[config.mk]
export PLATFORM = sky130hd
export DESIGN_NAME = snn_lif_layer_flat
export DESIGN_NICKNAME = d
export VERILOG_FILES = /design/src/rtl/snn_lif_layer_if.sv /design/src/rtl/snn_lif_layer.sv /design/src/flat_wrapper.sv
export SDC_FILE = /design/constraint.sdc
export NUM_CORES = 1
export LEC_CHECK = 0
export BUFFER_PORTS_ARGS = -buffer_cell sky130_fd_sc_hd__buf_2
export CORE_MARGIN = 5
export CORE_UTILIZATION = 25
export CTS_CLUSTER_DIAMETER = 50
export DETAILED_ROUTE_END_ITERATION = 10
export PLACE_DENSITY = 0.41
export SLEW_MARGIN = 20
export SYNTH_ARGS = -nofsm -noshare
export SYNTH_HDL_FRONTEND = slang
export SYNTH_SLANG_ARGS = --single-unit
[constraint.sdc]
create_clock -name i_clk -period 14.85 [get_ports i_clk]
set_clock_uncertainty 0.05 [all_clocks]
set_input_delay 0.7425 -clock i_clk [delete_from_list [all_inputs] [get_ports i_clk]]
set_output_delay 0.7425 -clock i_clk [all_outputs]
set_load 0.01 [all_outputs]
[src/rtl/snn_lif_layer_if.sv]
// Input-vector / spike-output bundle for the LIF spiking layer.
// Ports: i_valid/o_ready/i_data carry one input vector per handshake;
//        o_valid/o_spike/o_count report the result of each layer step.
interface snn_lif_layer_if #(
    parameter int N_IN   = 3,
    parameter int N_OUT  = 3,
    parameter int DATA_W = 8,
    parameter int CNT_W  = 8
);
    logic                     i_valid;
    logic                     o_ready;
    logic [N_IN*DATA_W-1:0]   i_data;
    logic                     o_valid;
    logic [N_OUT-1:0]         o_spike;
    logic [N_OUT*CNT_W-1:0]   o_count;

    // producer side (encoder / testbench)
    modport master (output i_valid, i_data, input o_ready, o_valid, o_spike, o_count);
    // layer side
    modport slave  (input i_valid, i_data, output o_ready, o_valid, o_spike, o_count);
endinterface

[src/rtl/snn_lif_layer.sv]
// Leaky-integrate-and-fire layer: N_IN inputs MAC'd one channel per cycle into N_OUT neurons.
// Latency: accept on edge E, MACs on E+1..E+N_IN, membrane update + o_valid pulse after E+N_IN+1.
// Backpressure: o_ready only in IDLE; no input buffering, producer holds the vector until accepted.
// Ports: i_clk/i_rstn plain; io_bus (slave) carries handshake + spike outputs; weight write port,
//        i_threshold, i_leak_shift and i_clr_cnt are plain configuration inputs.
module snn_lif_layer #(
    parameter int N_IN     = 3,
    parameter int N_OUT    = 3,
    parameter int DATA_W   = 8,
    parameter int WEIGHT_W = 8,
    parameter int POT_W    = 16,
    parameter int REFRAC   = 2,
    parameter int CNT_W    = 8,
    localparam int AW      = (N_IN*N_OUT > 1) ? $clog2(N_IN*N_OUT) : 1
) (
    input  logic                       i_clk,
    input  logic                       i_rstn,
    snn_lif_layer_if.slave             io_bus,
    input  logic                       i_wr_en,
    input  logic [AW-1:0]              i_wr_addr,
    input  logic signed [WEIGHT_W-1:0] i_wr_data,
    input  logic signed [POT_W-1:0]    i_threshold,
    input  logic [3:0]                 i_leak_shift,
    input  logic                       i_clr_cnt
);
    localparam int PROD_W = DATA_W + WEIGHT_W + 1;
    // two guard bits above the widest operand so v - leak + acc never wraps before saturation
    localparam int SUM_W  = ((POT_W > PROD_W) ? POT_W : PROD_W) + 2;
    localparam int KW     = (N_IN > 1) ? $clog2(N_IN) : 1;
    localparam int RW     = (REFRAC > 0) ? $clog2(REFRAC + 1) : 1;
    localparam logic signed [SUM_W-1:0] SAT_MAX = {{(SUM_W-POT_W+1){1'b0}}, {(POT_W-1){1'b1}}};
    localparam logic signed [SUM_W-1:0] SAT_MIN = {{(SUM_W-POT_W+1){1'b1}}, {(POT_W-1){1'b0}}};

    typedef enum logic [1:0] {S_IDLE, S_ACCUM, S_FIRE} state_t;

    state_t                     r_state, w_state_nxt;
    logic [DATA_W-1:0]          r_x   [N_IN];
    logic [KW-1:0]              r_k;
    logic signed [WEIGHT_W-1:0] r_w   [N_OUT][N_IN];
    logic signed [POT_W-1:0]    r_acc [N_OUT];
    logic signed [POT_W-1:0]    r_v   [N_OUT];
    logic [RW-1:0]              r_ref [N_OUT];
    logic [CNT_W-1:0]           r_cnt [N_OUT];
    logic [N_OUT-1:0]           r_spike;
    logic                       r_valid;

    logic signed [PROD_W-1:0]   w_prod    [N_OUT];
    logic signed [POT_W-1:0]    w_acc_nxt [N_OUT];
    logic signed [POT_W-1:0]    w_t       [N_OUT];
    logic [N_OUT-1:0]           w_spk;
    logic                       w_wr_ok;
    logic                       w_last_k;

    function automatic logic signed [SUM_W-1:0] f_sx_pot(input logic signed [POT_W-1:0] a);
        return {{(SUM_W-POT_W){a[POT_W-1]}}, a};
    endfunction

    function automatic logic signed [SUM_W-1:0] f_sx_prod(input logic signed [PROD_W-1:0] a);
        return {{(SUM_W-PROD_W){a[PROD_W-1]}}, a};
    endfunction

    function automatic logic signed [POT_W-1:0] f_sat(input logic signed [SUM_W-1:0] x);
        if (x > SAT_MAX)      return SAT_MAX[POT_W-1:0];
        else if (x < SAT_MIN) return SAT_MIN[POT_W-1:0];
        else                  return x[POT_W-1:0];
    endfunction

    // t = v - (v >>> shift) + acc; shift 0 means no leak (not "subtract all of v")
    function automatic logic signed [POT_W-1:0] f_update(input logic signed [POT_W-1:0] v,
                                                         input logic signed [POT_W-1:0] acc,
                                                         input logic [3:0]              sh);
        logic signed [SUM_W-1:0] vs;
        logic signed [SUM_W-1:0] lk;
        vs = f_sx_pot(v);
        if (sh != 4'd0) lk = vs >>> sh;
        else            lk = '0;
        return f_sat(vs - lk + f_sx_pot(acc));
    endfunction

    assign w_last_k = (r_k == KW'(N_IN - 1));
    assign w_wr_ok  = i_wr_en && (r_state == S_IDLE) &&
                      ({{(32-AW){1'b0}}, i_wr_addr} < 32'(N_IN*N_OUT));

    always_comb begin
        for (int j = 0; j < N_OUT; j++) begin
            w_prod[j]    = $signed({{(PROD_W-WEIGHT_W){r_w[j][r_k][WEIGHT_W-1]}}, r_w[j][r_k]}) *
                           $signed({{(PROD_W-DATA_W){1'b0}}, r_x[r_k]});
            w_acc_nxt[j] = f_sat(f_sx_pot(r_acc[j]) + f_sx_prod(w_prod[j]));
            w_t[j]       = f_update(r_v[j], r_acc[j], i_leak_shift);
            w_spk[j]     = (r_ref[j] == '0) && (w_t[j] >= i_threshold);
        end
    end

    always_ff @(posedge i_clk or negedge i_rstn) begin
        if (!i_rstn) r_state <= S_IDLE;
        else         r_state <= w_state_nxt;
    end

    always_comb begin
        w_state_nxt = r_state;
        case (r_state)
            S_IDLE:  if (io_bus.i_valid) w_state_nxt = S_ACCUM;
            S_ACCUM: if (w_last_k)       w_state_nxt = S_FIRE;
            S_FIRE:                      w_state_nxt = S_IDLE;
            default:                     w_state_nxt = S_IDLE;
        endcase
    end

    always_ff @(posedge i_clk or negedge i_rstn) begin
        if (!i_rstn) begin
            r_k     <= '0;
            r_spike <= '0;
            r_valid <= 1'b0;
            for (int k = 0; k < N_IN; k++) r_x[k] <= '0;
            for (int j = 0; j < N_OUT; j++) begin
                r_acc[j] <= '0;
                r_v[j]   <= '0;
                r_ref[j] <= '0;
                r_cnt[j] <= '0;
                for (int k = 0; k < N_IN; k++) r_w[j][k] <= '0;
            end
        end else begin
            r_valid <= 1'b0;
            case (r_state)
                S_IDLE: begin
                    if (io_bus.i_valid) begin
                        for (int k = 0; k < N_IN; k++) r_x[k] <= io_bus.i_data[k*DATA_W +: DATA_W];
                        for (int j = 0; j < N_OUT; j++) r_acc[j] <= '0;
                        r_k <= '0;
                    end
                end
                S_ACCUM: begin
                    for (int j = 0; j < N_OUT; j++) r_acc[j] <= w_acc_nxt[j];
                    r_k <= r_k + KW'(1);
                end
                S_FIRE: begin
                    r_valid <= 1'b1;
                    r_spike <= w_spk;
                    for (int j = 0; j < N_OUT; j++) begin
                        if (r_ref[j] != '0) begin
                            r_v[j]   <= '0;
                            r_ref[j] <= r_ref[j] - RW'(1);
                        end else if (w_spk[j]) begin
                            r_v[j]   <= '0;
                            r_ref[j] <= RW'(REFRAC);
                        end else begin
                            r_v[j]   <= w_t[j];
                        end
                    end
                end
                default: ;
            endcase

            if (w_wr_ok) begin
                for (int j = 0; j < N_OUT; j++)
                    for (int k = 0; k < N_IN; k++)
                        if (i_wr_addr == AW'(j*N_IN + k)) r_w[j][k] <= i_wr_data;
            end

            // clear has priority over a coincident increment
            for (int j = 0; j < N_OUT; j++) begin
                if (i_clr_cnt)
                    r_cnt[j] <= '0;
                else if ((r_state == S_FIRE) && w_spk[j] && (r_cnt[j] != '1))
                    r_cnt[j] <= r_cnt[j] + CNT_W'(1);
            end
        end
    end

    assign io_bus.o_ready = (r_state == S_IDLE);
    assign io_bus.o_valid = r_valid;
    assign io_bus.o_spike = r_spike;

    always_comb begin
        io_bus.o_count = '0;
        for (int j = 0; j < N_OUT; j++) io_bus.o_count[j*CNT_W +: CNT_W] = r_cnt[j];
    end
endmodule

[src/flat_wrapper.sv]
// flat-port wrapper written by rule: the top's interface ports become plain ports
module snn_lif_layer_flat 
#(
    parameter int N_IN     = 3,
    parameter int N_OUT    = 3,
    parameter int DATA_W   = 8,
    parameter int WEIGHT_W = 8,
    parameter int POT_W    = 16,
    parameter int REFRAC   = 2,
    parameter int CNT_W    = 8,
    localparam int AW      = (N_IN*N_OUT > 1) ? $clog2(N_IN*N_OUT) : 1
)
  (i_clk, i_rstn, i_wr_en, i_wr_addr, i_wr_data, i_threshold, i_leak_shift, i_clr_cnt, io_bus_i_valid, io_bus_i_data, io_bus_o_ready, io_bus_o_valid, io_bus_o_spike, io_bus_o_count);
  snn_lif_layer_if #(.N_IN(N_IN), .N_OUT(N_OUT), .DATA_W(DATA_W), .CNT_W(CNT_W)) io_bus_i ();
  input  logic i_clk;
  input  logic i_rstn;
  input  logic i_wr_en;
  input  logic [AW-1:0] i_wr_addr;
  input  logic signed [WEIGHT_W-1:0] i_wr_data;
  input  logic signed [POT_W-1:0] i_threshold;
  input  logic [3:0] i_leak_shift;
  input  logic i_clr_cnt;
  input wire logic [$bits(io_bus_i.i_valid)-1:0] io_bus_i_valid;
  input wire logic [$bits(io_bus_i.i_data)-1:0] io_bus_i_data;
  output wire logic [$bits(io_bus_i.o_ready)-1:0] io_bus_o_ready;
  output wire logic [$bits(io_bus_i.o_valid)-1:0] io_bus_o_valid;
  output wire logic [$bits(io_bus_i.o_spike)-1:0] io_bus_o_spike;
  output wire logic [$bits(io_bus_i.o_count)-1:0] io_bus_o_count;
  assign io_bus_i.i_valid = io_bus_i_valid;
  assign io_bus_i.i_data = io_bus_i_data;
  assign io_bus_o_ready = io_bus_i.o_ready;
  assign io_bus_o_valid = io_bus_i.o_valid;
  assign io_bus_o_spike = io_bus_i.o_spike;
  assign io_bus_o_count = io_bus_i.o_count;
  snn_lif_layer #(.N_IN(N_IN), .N_OUT(N_OUT), .DATA_W(DATA_W), .WEIGHT_W(WEIGHT_W), .POT_W(POT_W), .REFRAC(REFRAC), .CNT_W(CNT_W)) u_core (.i_clk(i_clk), .i_rstn(i_rstn), .io_bus(io_bus_i), .i_wr_en(i_wr_en), .i_wr_addr(i_wr_addr), .i_wr_data(i_wr_data), .i_threshold(i_threshold), .i_leak_shift(i_leak_shift), .i_clr_cnt(i_clr_cnt));
endmodule
==> impl_metrics.json <==
{
  "final_antenna_net_count": 0,
  "grt_pass1_wl_um": 121000,
  "cts_tree": "yes",
  "critPathMaxStageDelay_ns": 0.79,
  "worst_r2r_endpoint": "u_core.r_acc[8]$_DFFE_PN0P_",
  "maxCapViolCount": 0,
  "h-tree-depth": 2,
  "grt_max_degree": 154,
  "tns_ns": 0,
  "fmax_mhz": 115,
  "dp.final_hpwl_um": 60300,
  "synthCells": 2812,
  "clock_latency_ns": 0.58,
  "grt_usage_pct": 14.2,
  "async_reset_ff_share_pct": 100,
  "cts_buffers": 42,
  "wire_per_inst_um": 18.1,
  "worst-setup-path-type": "input port to flip-flop",
  "yosys_warnings": 0,
  "drive_gt1_share_pct": 12.6,
  "rows": 117,
  "wl_um": 77100,
  "syn_nets": 3338,
  "portBuffers": 89,
  "status": "finished, final reports clean",
  "crit_buf_inv": 5,
  "first_pass_iters": 5,
  "cpMaxStageDelayCell": "o211ai_1",
  "start_util_pct": 25.1,
  "drc": 0,
  "synth-seq-cells": 230,
  "period_share_pct": 58.3,
  "reg2regPathDepth": 21,
  "dieArea_um2": 108000,
  "synth_area_um2": 25400,
  "vias_per_cell": 4.72,
  "critPathCaptureType": "flip-flop",
  "drt-initial-drc-count": 1220,
  "critPathLaunch": "i_leak_shift[0]",
  "seq_area_frac_synth_pct": 22.7,
  "core_um2": 101000,
  "cp_max_fo": 58,
  "finalSetupViolations": 0,
  "antenna_found_initial": 6,
  "cts_sinks": 230,
  "grt_setup_unrepaired": "no",
  "die_width_um": 329,
  "root_buffer": "clkbuf_16",
  "crit_arrival_ns": 9.12,
  "final_nets": 3384,
  "vias": 20100,
  "synth_edf_count": 0,
  "cts_buffer_depth": 3,
  "cts_setup_buffers": 0,
  "crit_cells": 28,
  "synth_cell_types": 86,
  "worstSetupEndpoint": "u_core.r_v[4]$_DFFE_PN0P_",
  "die_h_um": 329,
  "r2r_setup_slack_ns": 6.30,
  "postSynthAreaPerCell_um2": 9.03,
  "synth_largest_area_cell": "dfrtp_1",
  "place_congestion": 0.801,
  "final_cell_mix": "inv_1, nand2_1, ha_1",
  "final_hold_viol_count": 0,
  "rr_startpoint": "u_core.r_k[1]$_DFFE_PN0P_",
  "timing.slew.headroom_pct": 33.8,
  "post_cts_resize_count": 0,
  "cp_top_family": "compound AO/OA/AOI/OAI gates",
  "grt_pass1_vias": 20700,
  "io_pins": 90,
  "cp.required_ns": 15.31,
  "grt_overflow": 0,
  "synth_top_area_share_pct": 22.7,
  "period_needed_ns": 8.66,
  "hold_buffers": 0,
  "clkTransAtPathRegs_ns": 0.05,
  "tightest_slew_ns": 0.993,
  "startpoint_type": "input port",
  "area_delta_synth_final_pct": 13.3,
  "slew_viol_final": 0,
  "final_common_cell": "inv_1",
  "ys.flop_type": "dfrtp_1",
  "hp-class": "input port to async pin",
  "yosys-top-cells-area": "dfrtp_1, fa_1, ha_1"
}
==> per-stage QoR <==
stage | setup slack, ns | instance area (µm²) | instances | hold WS [ns] | util, %
final | 6.19 | 28800 | 4259 | 0.114 | 28.4
after global routing | 5.34 | 28800 | 4257 | 0.150 | 28.4
after CTS | 6.21 | 28800 | 4257 | 0.113 | 28.4
after detailed placement | 5.68 | 27300 | 4182 | 0.420 | 26.9
after global placement | 5.73 | 27300 | 4182 | 0.414 | 26.9
after floorplan | 7.48 | 25400 | 2812 | 0.397 | -
==> how the worst min path moves through the flow <==
stage | startpoint | end | slack, ns
6_report | i_rstn | u_core.io_bus.o_count[21]$_DFFE_PN0P_ | 0.11
5_1_grt | i_rstn | u_core.io_bus.o_count[21]$_DFFE_PN0P_ | 0.15
4_1_cts | i_rstn | u_core.io_bus.o_count[22]$_DFFE_PN0P_ | 0.11
3_5_place_dp | u_core.r_acc[5]$_DFFE_PN0P_ | u_core.r_acc[5]$_DFFE_PN0P_ | 0.42
3_3_place_gp | u_core.r_acc[1]$_DFFE_PN0P_ | u_core.r_acc[1]$_DFFE_PN0P_ | 0.41
2_1_floorplan | i_rstn | u_core.io_bus.o_count[0]$_DFFE_PN0P_ | 0.40
==> synthesized netlist by cell type (36+ instances only) <==
cell type  instances
clkbuf_1          80
dfrtp_1          230
inv_1            429
nand2_1          271
nor2_1           175
mux2_2           104
a21oi_1          164
xnor2_1           43
o211ai_1          36
a21o_1            48
fa_1             203
mux2i_1           68
o21ai_0          161
ha_1             262
==> layout make-up <==
cell class	count	area (µm²)
flip-flops and latches	230	5760
inverters	430	1610
well taps	1368	1710
diodes	2	5.00
clock buffers	48	1120
multi-input cells	2040	17500
fillers	11000	72500
clock inverters	27	355
repair buffers	114	656
==> metal layers <==
metal	up-vias	GRT usage [%]	wire [µm]
met2	332	24.7	38100
met5	-	0	13
li1	9699	-	-
met3	77	1.75	2610
met4	2	3.00	1450
met1	10000	19.0	35000
==> registers in the layout, indices dropped and copies added, names as in the netlist <==
signal                 flops
u_core.r_acc              48
u_core.r_ref               6
u_core.r_k                 2
u_core.io_bus.o_spike      3
u_core.io_bus.o_count     24
u_core.r_w                72
u_core.io_bus.o_valid      1
u_core.r_v                48
u_core.r_state             2
u_core.r_x                24
==> cells by family after synthesis <==
| logic type | Yosys count | synth area share (%) |
|---|---|---|
| multiplexers | 188 | 8.71 |
| AO/OA/AOI/OAI | 661 | 17.2 |
| AND/OR/NAND/NOR | 651 | 11.6 |
| adder cells (fa/ha/maj) | 465 | 28.9 |
| flip-flops | 230 | 22.7 |
| XOR/XNOR | 75 | 2.59 |
| buffers and inverters | 542 | 8.35 |
Power is left out: the tool's default activity adds up to more than one toggle a clock period on the data nets, which glitch-free logic cannot reach.
